File: config.mk
export PLATFORM = sky130hd
export DESIGN_NAME = pulse_gen_binary
export DESIGN_NICKNAME = d
export VERILOG_FILES = /design/src/rtl/pulse_gen_pkg.sv /design/src/rtl/pulse_gen_cfg_shadow.sv /design/src/rtl/pulse_gen_binary.sv
export SDC_FILE = /design/constraint.sdc
export NUM_CORES = 1
export LEC_CHECK = 0
export ABC_AREA = 1
export CORE_ASPECT_RATIO = 1.75
export CORE_UTILIZATION = 45
export DETAILED_ROUTE_END_ITERATION = 12
export HOLD_SLACK_MARGIN = 0.1
export PLACE_DENSITY = 0.71
export SLEW_MARGIN = 15
export SYNTH_ARGS = -nofsm -noshare
export SYNTH_HDL_FRONTEND = slang
export SYNTH_HIERARCHICAL = 1
export SYNTH_SLANG_ARGS = --single-unit
export TNS_END_PERCENT = 5
File: constraint.sdc
create_clock -name clk_i -period 4.84 [get_ports clk_i]
set_clock_uncertainty 0.2 [all_clocks]
set_input_delay 0.484 -clock clk_i [delete_from_list [all_inputs] [get_ports clk_i]]
set_output_delay 0.484 -clock clk_i [all_outputs]
set_load 0.01 [all_outputs]
File: src/rtl/pulse_gen_pkg.sv
// Shared types for the programmable down-counting pulse generator.
package pulse_gen_pkg;

    typedef enum logic [1:0] {
        PG_IDLE = 2'd0,
        PG_RUN  = 2'd1,
        PG_DONE = 2'd2
    } pg_state_t;

endpackage

File: src/rtl/pulse_gen_cfg_shadow.sv
// Period/one-shot configuration registers with a shadow stage so a running
// count is never disturbed by a configuration change.
module pulse_gen_cfg_shadow #(
    parameter int                    WORD_WIDTH   = 8,
    parameter logic [WORD_WIDTH-1:0] RESET_PERIOD = '0
) (
    input  logic                  clk_i,
    input  logic                  rst_i,
    input  logic                  cfg_valid_i,
    input  logic [WORD_WIDTH-1:0] cfg_period_i,
    input  logic                  cfg_oneshot_i,
    input  logic                  in_run_i,
    input  logic                  apply_i,
    output logic                  cfg_ready_o,
    output logic [WORD_WIDTH-1:0] start_period_o,
    output logic [WORD_WIDTH-1:0] reload_period_o,
    output logic                  oneshot_o
);

    logic [WORD_WIDTH-1:0] period_r;
    logic                  oneshot_r;
    logic [WORD_WIDTH-1:0] shadow_period_r;
    logic                  shadow_oneshot_r;
    logic                  pending_r;
    logic                  xfer_s;

    assign xfer_s      = cfg_valid_i & ~pending_r;
    assign cfg_ready_o = ~pending_r;
    assign oneshot_o   = oneshot_r;

    // Start value: a held shadow, else a same-cycle transfer bypasses the register.
    assign start_period_o  = pending_r ? shadow_period_r :
                             (xfer_s ? cfg_period_i : period_r);
    assign reload_period_o = pending_r ? shadow_period_r : period_r;

    // Outside RUN configuration lands directly; inside RUN it waits in the shadow.
    always_ff @(posedge clk_i or posedge rst_i) begin
        if (rst_i) begin
            period_r         <= RESET_PERIOD;
            oneshot_r        <= 1'b0;
            shadow_period_r  <= '0;
            shadow_oneshot_r <= 1'b0;
            pending_r        <= 1'b0;
        end else if (!in_run_i) begin
            if (pending_r) begin
                period_r  <= shadow_period_r;
                oneshot_r <= shadow_oneshot_r;
                pending_r <= 1'b0;
            end else if (xfer_s) begin
                period_r  <= cfg_period_i;
                oneshot_r <= cfg_oneshot_i;
            end
        end else begin
            if (apply_i && pending_r) begin
                period_r  <= shadow_period_r;
                oneshot_r <= shadow_oneshot_r;
                pending_r <= 1'b0;
            end else if (xfer_s) begin
                shadow_period_r  <= cfg_period_i;
                shadow_oneshot_r <= cfg_oneshot_i;
                pending_r        <= 1'b1;
            end
        end
    end

endmodule

File: src/rtl/pulse_gen_binary.sv
// Programmable down-counting pulse generator: emits a one-cycle pulse every
// (period+1) enabled cycles, or once in one-shot mode.
module pulse_gen_binary
    import pulse_gen_pkg::*;
#(
    parameter int                    WORD_WIDTH   = 8,
    parameter logic [WORD_WIDTH-1:0] RESET_PERIOD = '0
) (
    input  logic                  clk_i,
    input  logic                  rst_i,
    input  logic                  cfg_valid_i,
    output logic                  cfg_ready_o,
    input  logic [WORD_WIDTH-1:0] cfg_period_i,
    input  logic                  cfg_oneshot_i,
    input  logic                  start_i,
    input  logic                  stop_i,
    input  logic                  enable_i,
    output logic                  pulse_o,
    output logic [WORD_WIDTH-1:0] count_o,
    output logic                  busy_o,
    output logic                  done_o
);

    pg_state_t             state_r;
    pg_state_t             next_state_s;
    logic [WORD_WIDTH-1:0] count_r;
    logic [WORD_WIDTH-1:0] next_count_s;
    logic                  apply_s;
    logic                  in_run_s;
    logic                  terminal_s;
    logic [WORD_WIDTH-1:0] start_period_s;
    logic [WORD_WIDTH-1:0] reload_period_s;
    logic                  oneshot_s;

    assign in_run_s   = (state_r == PG_RUN);
    assign terminal_s = in_run_s & enable_i & (count_r == '0);
    assign pulse_o    = terminal_s & ~stop_i;
    assign count_o    = count_r;
    assign busy_o     = in_run_s;
    assign done_o     = (state_r == PG_DONE);

    pulse_gen_cfg_shadow #(
        .WORD_WIDTH   (WORD_WIDTH),
        .RESET_PERIOD (RESET_PERIOD)
    ) u_cfg_shadow (
        .clk_i           (clk_i),
        .rst_i           (rst_i),
        .cfg_valid_i     (cfg_valid_i),
        .cfg_period_i    (cfg_period_i),
        .cfg_oneshot_i   (cfg_oneshot_i),
        .in_run_i        (in_run_s),
        .apply_i         (apply_s),
        .cfg_ready_o     (cfg_ready_o),
        .start_period_o  (start_period_s),
        .reload_period_o (reload_period_s),
        .oneshot_o       (oneshot_s)
    );

    // Next-state and down-counter decode; stop always wins.
    always_comb begin
        next_state_s = state_r;
        next_count_s = count_r;
        apply_s      = 1'b0;
        case (state_r)
            PG_IDLE, PG_DONE: begin
                if (stop_i) begin
                    next_state_s = PG_IDLE;
                end else if (start_i) begin
                    next_state_s = PG_RUN;
                    next_count_s = start_period_s;
                end else begin
                    next_state_s = state_r;
                end
            end
            PG_RUN: begin
                if (stop_i) begin
                    next_state_s = PG_IDLE;
                    next_count_s = '0;
                    apply_s      = 1'b1;
                end else if (!enable_i) begin
                    next_count_s = count_r;
                end else if (count_r != '0) begin
                    next_count_s = count_r - WORD_WIDTH'(1);
                end else begin
                    apply_s = 1'b1;
                    if (oneshot_s) begin
                        next_state_s = PG_DONE;
                    end else begin
                        next_count_s = reload_period_s;
                    end
                end
            end
            default: begin
                next_state_s = PG_IDLE;
                next_count_s = '0;
            end
        endcase
    end

    // State and count registers.
    always_ff @(posedge clk_i or posedge rst_i) begin
        if (rst_i) begin
            state_r <= PG_IDLE;
            count_r <= '0;
        end else begin
            state_r <= next_state_s;
            count_r <= next_count_s;
        end
    end

endmodule
==> results of run 1 <==
-- power groups by stage --
stage | sequential (mW) | combinational [mW] | clock, mW
after detailed placement | 0.472 | 0.981 | 0
after floorplan | 0.454 | 0.757 | 0
final | 0.470 | 0.980 | 0.260
after CTS | 0.468 | 0.989 | 0.265
after global routing | 0.487 | 1.13 | 0.276
after global placement | 0.470 | 0.971 | 0
-- worst reg2reg max path, cell delays in order, from the launching register on --
cell and delay (ns):
dfrtp_1 0.40, inv_1 0.17, ha_1 0.28, nand2_4 0.11, nor2_8 0.19, nand2_1 0.09
a21oi_1 0.16, nand2_1 0.29, nand2_1 0.18, nand2_1 0.06, nand2_1 0.05, nand2_1 0.05
-- cell families after synthesis --
group	Yosys count
and+or+nand+nor	219
adders and majority gates	1
xor gates and xnor gates	1
AOI/OAI and AO/OA	21
buffers and inverters	62
DFF	29
-- worst min path at each step --
stage / from / end / slack, ns / cells past startpoint
after floorplan: rst_i / count_o[0]$_DFFE_PP0P_ / 0.12 / 1
after global placement: u_cfg_shadow/shadow_oneshot_r$_DFFE_PP0P_ / u_cfg_shadow/shadow_oneshot_r$_DFFE_PP0P_ / 0.25 / 2
after detailed placement: u_cfg_shadow/shadow_oneshot_r$_DFFE_PP0P_ / u_cfg_shadow/shadow_oneshot_r$_DFFE_PP0P_ / 0.26 / 2
after CTS: u_cfg_shadow/shadow_oneshot_r$_DFFE_PP0P_ / u_cfg_shadow/shadow_oneshot_r$_DFFE_PP0P_ / 0.28 / 2
after global routing: u_cfg_shadow/shadow_period_r[5]$_DFFE_PP0P_ / u_cfg_shadow/shadow_period_r[5]$_DFFE_PP0P_ / 0.30 / 2
final: u_cfg_shadow/shadow_oneshot_r$_DFFE_PP0P_ / u_cfg_shadow/shadow_oneshot_r$_DFFE_PP0P_ / 0.28 / 2
-- sequential cells by signal (all words and copies together) (netlist names) --
register	cells
state_r	2
u_cfg_shadow/oneshot_o	1
count_o	8
u_cfg_shadow/period_r	8
u_cfg_shadow/shadow_period_r	8
u_cfg_shadow/pending_r	1
u_cfg_shadow/shadow_oneshot_r	1
-- layer usage --
| metal | global-route usage, % | up-vias | wire length [um] | share of wire, % |
|---|---|---|---|---|
| li1 | - | 1062 | - | - |
| met5 | 0 | - | 0 | 0 |
| met4 | 8.99 | 0 | 78 | 1.7 |
| met2 | 40.2 | 33 | 2490 | 53 |
| met1 | 25.2 | 880 | 2030 | 43 |
| met3 | 4.60 | 9 | 121 | 2.6 |
-- cell type report --
class                           instances  area share [%]
Clock inverter                          3            1.84
Multi-Input combinational cell        242            44.9
Inverter                               57            8.72
Timing Repair Buffer                   26            10.4
Tap cell                               51            2.54
Sequential cell                        29            28.9
Clock buffer                            5            2.74
-- metrics by stage --
step | utilization (%) | cell area (um^2)
final | 56.5 | 2510
after global routing | 56.5 | 2510
after CTS | 56.5 | 2510
after detailed placement | 53.9 | 2400
after global placement | 53.9 | 2400
after floorplan | - | 2110
-- cell usage after synthesis, types with 3 or more instances --
library cell	n	area, um^2
nand3_1	37	185
dfrtp_1	29	726
o21ai_0	5	25.0
nand2_1	152	571
inv_2	6	22.5
a21oi_1	4	20.0
nand2_4	3	33.8
nor2_1	17	63.8
o21ai_2	11	96.3
inv_1	50	188
==> results.yml, run 1 <==
outcome:
  status: "complete, no violations"
setup_path:
  crit_required_ns: 4.16
  path_cells: "inv_1 -> ha_1 -> nand2_4 -> nor2_8 -> nand2_1 -> nor2_1 -> clkdlybuf4s50_1"
  startpoint: "count_o[0]$_DFFE_PP0P_"
  critPathMaxFanout: 9
  critical_path_class: "reg -> out"
  regToRegEndpoint: "u_cfg_shadow/oneshot_o$_DFFE_PP0P_"
  arrival_ns: 2.18
  cpMaxStageDelayCell: "clkdlybuf4s50_1"
  r2r_slack_ns: 2.51
  cp.depth: 7
  cp-end-kind: "output port"
  path_buf_inv: 2
  critPathMaxStageDelay_ns: 0.55
  cpLargestDelayFamily: "buffers and inverters"
  worstReg2RegStart: "count_o[0]$_DFFE_PP0P_"
  reg2reg_depth: 11
  start_kind: "flop"
  crit_end: "pulse_o"
clock_tree:
  cts.sinks: 29
  cts_resized: 0
  cts_root_buffer: "clkbuf_8"
  clock_latency_ns: 0.29
  post_cts.repair.setup_buffers: 0
  htreeDepth: 2
  cts_tree: "yes"
  hold_buffers: 0
  numCtsBuffers: 5
  cts.reportedPaths.clkPinSlew_ns: 0.07
  clk_path_buf_depth: 2
global_routing:
  overflow: 0
  grt_pass1_wl_um: 8440
  grt_max_degree: 20
  grt_pass1_vias: 1943
  grt.total_usage_pct: 22.8
  antenna_found_initial: 0
sta:
  min_period_ns: 2.87
  max_slew_margin_pct: 50.9
  tns_ns: 0
  hold_violations: 0
  worst_slack_ns: 1.97
  setup_viol: 0
  max_freq_mhz: 349
  whs_ns: 0.275
  finalMaxSlewViolations: 0
  tightest_slew_ns: 0.736
  rsz0062_at_grt: "false"
  post-route-period-util_pct: 59.2
final_layout:
  layout.nets: 377
  layout_common_cells: "nand2_1 (152), inv_1 (50), nand3_1 (37)"
  nFillCells: 439
  final-instance-count-excl-fill: 413
  layout_commonest_cell: "nand2_1"
  drive_above_1_share_pct: 10.2
  multi_input_area_um2: 1130
  register_area_um2: 726
  diodes: 0
  area_growth_pct: 19.1
placement:
  portBuffers: 26
  dpl.cell_count: 405
  hpwl_um: 3550
  gp_congestion: 0.857
  dp_slack_ns: 2.11
logic_synthesis:
  syn-num-nets: 349
  ys_types: 24
  synth.area.mux_share_pct: 0
  async_flop_share_pct: 100
  yosysWarnings: 6
  synthXorXnorAreaFrac_pct: 0.415
  synth_edf_count: 0
  syn-cell-area_um2: 2110
  synthSimpleGateAreaFrac_pct: 45.5
  synth_fa_ha_area_share_pct: 0.593
  synth-compound-area-share_pct: 6.94
  seq_area_frac_synth_pct: 34.4
  synth-seq-cells: 29
  synthCells: 333
  synthFlopType: "dfrtp_1"
  synth_top_family_by_area: "simple AND/OR/NAND/NOR gates"
  syn_avg_cell_area_um2: 6.33
die:
  fp.coreArea_um2: 4440
  die_w_um: 53.7
  core.rowCount: 32
  die_h_um: 92.5
  dieArea_um2: 4970
  start_util_pct: 47.4
  ioPinCount: 27
hold_path:
  hold_class: "reg -> reg"
power_and_ir_drop:
  vdd_drop_max_v: 0.000346
  finalPower_mw: 1.71
  power_switching_mw: 0.831
  p_int_mw: 0.879
  seq_power_share_pct: 27.5
  switching_share_pct: 48.6
  p_clk_share_pct: 15.2
  power_density_nw_per_um2: 681
  p_leak_nw: 1.48
  p_comb_share_pct: 57.3
detailed_routing:
  drt-initial-drc-count: 27
  vias: 1984
  ant_nets: 0
  wl_um: 4730
  drc_errors: 0
  via_per_inst: 4.80
  wl_per_cell_um: 11.4
  dr.pass1.iters: 4
run:
  maxCapViolations: 0
Power figures use the tool's default switching activity.
==> run 2, diff against run 1 <==
==> constraint.sdc (replaced) <==
create_clock -name clk_i -period 2.95 [get_ports clk_i]
set_clock_uncertainty 0.2 [all_clocks]
set_input_delay 0.295 -clock clk_i [delete_from_list [all_inputs] [get_ports clk_i]]
set_output_delay 0.295 -clock clk_i [all_outputs]
set_load 0.01 [all_outputs]
==> run 2 against run 1 <==
Setup slack worse by 1.7 ns. Hold slack lost 0.14 ns. Via count grew 0.40%. Critical endpoint unchanged. Critical path depth did not move. First-iteration DRC count grew 70%. Cell area rose by 0.80%. Cell count is 0.48% higher. Non-clock buffer count up 2. Sequential power rose by 59%. Register-to-register slack worse by 1.9 ns. Flip-flop and latch count unchanged.
==> results.yml, run 2 (synthesis gave the netlist of run 1 again) <==
outcome:
  status: "complete, no violations"
setup_path:
  critical_path_class: "reg -> out"
  cp-end-kind: "output port"
  critPathMaxFanout: 9
  cpMaxStageDelayCell: "clkdlybuf4s50_1"
  path_buf_inv: 2
  arrival_ns: 2.22
  crit_required_ns: 2.46
  cpLargestDelayFamily: "buffers and inverters"
  critPathMaxStageDelay_ns: 0.56
  start_kind: "flop"
  path_cells: "inv_1 -> ha_1 -> nand2_4 -> nor2_8 -> nand2_1 -> nor2_1 -> clkdlybuf4s50_1"
detailed_routing:
  wl_um: 4730
  via_per_inst: 4.80
  dr.pass1.iters: 4
  ant_nets: 0
  drc_errors: 0
  wl_per_cell_um: 11.4
  vias: 1992
  drt-initial-drc-count: 46
final_layout:
  area_growth_pct: 20.1
  layout.nets: 379
  nFillCells: 445
  layout_common_cells: "nand2_1 (152), inv_1 (50), nand3_1 (37)"
  layout_commonest_cell: "nand2_1"
  diodes: 0
  drive_above_1_share_pct: 10.7
  final-instance-count-excl-fill: 415
placement:
  hpwl_um: 3660
  dp_slack_ns: 0.555
  gp_congestion: 0.845
  dpl.cell_count: 407
  portBuffers: 26
die:
  die_h_um: 92.5
  fp.coreArea_um2: 4440
  ioPinCount: 27
  start_util_pct: 47.4
  dieArea_um2: 4970
  core.rowCount: 32
  die_w_um: 53.7
global_routing:
  grt.total_usage_pct: 22.5
  grt_max_degree: 20
  grt_pass1_wl_um: 8210
  grt_pass1_vias: 1883
  overflow: 0
  antenna_found_initial: 0
sta:
  min_period_ns: 2.72
  finalMaxSlewViolations: 0
  whs_ns: 0.133
  post-route-period-util_pct: 92.2
  hold_violations: 0
  max_freq_mhz: 368
  tightest_slew_ns: 0.759
  worst_slack_ns: 0.230
  rsz0062_at_grt: "false"
  setup_viol: 0
  tns_ns: 0
  max_slew_margin_pct: 49.3
clock_tree:
  hold_buffers: 0
  cts.reportedPaths.clkPinSlew_ns: 0.07
  clock_latency_ns: 0.28
  cts.sinks: 29
  post_cts.repair.setup_buffers: 0
  numCtsBuffers: 5
  cts_tree: "yes"
  clk_path_buf_depth: 2
  cts_root_buffer: "clkbuf_8"
  cts_resized: 0
  htreeDepth: 2
power_and_ir_drop:
  finalPower_mw: 2.83
  p_comb_share_pct: 58.1
  power_switching_mw: 1.36
  p_int_mw: 1.47
  vdd_drop_max_v: 0.000676
  power_density_nw_per_um2: 1120
  seq_power_share_pct: 26.4
  p_clk_share_pct: 15.6
  p_leak_nw: 1.49
  switching_share_pct: 48.0
hold_path:
  hold_class: "in -> async"
run:
  maxCapViolations: 0
-- run 2: cell types whose count changed in the layout (fill, tap and decap cells not counted), sizes merged --
| cell | delta |
|---|---|
| buf | +2 |
| clkbuf | +1 |
| clkinv | -1 |
-- run 2: final timing paths --
check	slack (ns)	depth (start not counted)	endpoint	start
worst min register to register	0.27	2	u_cfg_shadow/shadow_oneshot_r$_DFFE_PP0P_	u_cfg_shadow/shadow_oneshot_r$_DFFE_PP0P_
worst min-delay path	0.13	2	count_o[4]$_DFFE_PP0P_	rst_i
min in group clk_i	0.27	2	u_cfg_shadow/shadow_oneshot_r$_DFFE_PP0P_	u_cfg_shadow/shadow_oneshot_r$_DFFE_PP0P_
worst max register to register	0.64	11	u_cfg_shadow/oneshot_o$_DFFE_PP0P_	count_o[0]$_DFFE_PP0P_
worst max-delay path	0.23	7	pulse_o	count_o[0]$_DFFE_PP0P_
max in group asynchronous	1.80	2	u_cfg_shadow/period_r[3]$_DFFE_PP0P_	rst_i
-- run 2: metal layers --
layer  GRT usage (%)  wire length, um  up-vias
met2            40.3             2560       36
met3            4.43              119        8
met1            24.0             1950      878
met4            9.43               95        0
li1                -                -     1070
met5               0                0        -
-- run 2: cell type report --
class                      instances  area, um^2  area share [%]
timing repair buffer              28         275            10.9
inverter                          57         219            8.65
tap                               51        63.8            2.52
clock buffer                       6        82.6            3.26
multi-input combinational        242        1130            44.5
sequential                        29         726            28.7
clock inverter                     2        37.5            1.48
-- run 2: worst register-to-register path: stages, from the launching register on --
cell     delay, ns
dfrtp_1       0.39
inv_1         0.17
ha_1          0.29
nand2_4       0.11
nor2_8        0.18
nand2_1       0.09
a21oi_1       0.17
nand2_1       0.27
nand2_1       0.17
nand2_1       0.06
nand2_1       0.05
nand2_1       0.05
-- run 2: metrics by stage --
| step | cell area [um^2] | utilization (%) |
|---|---|---|
| floorplan | 2110 | - |
| global placement | 2410 | 54.3 |
| detailed placement | 2410 | 54.3 |
| CTS | 2530 | 57.0 |
| global route | 2530 | 57.0 |
| finish | 2530 | 57.0 |
-- run 2: power by group through the flow --
stage | registers [mW] | logic [mW] | clock network (mW)
floorplan | 0.744 | 1.24 | 0
global placement | 0.750 | 1.63 | 0
detailed placement | 0.754 | 1.65 | 0
CTS | 0.748 | 1.66 | 0.453
global route | 0.776 | 1.90 | 0.463
finish | 0.748 | 1.65 | 0.441
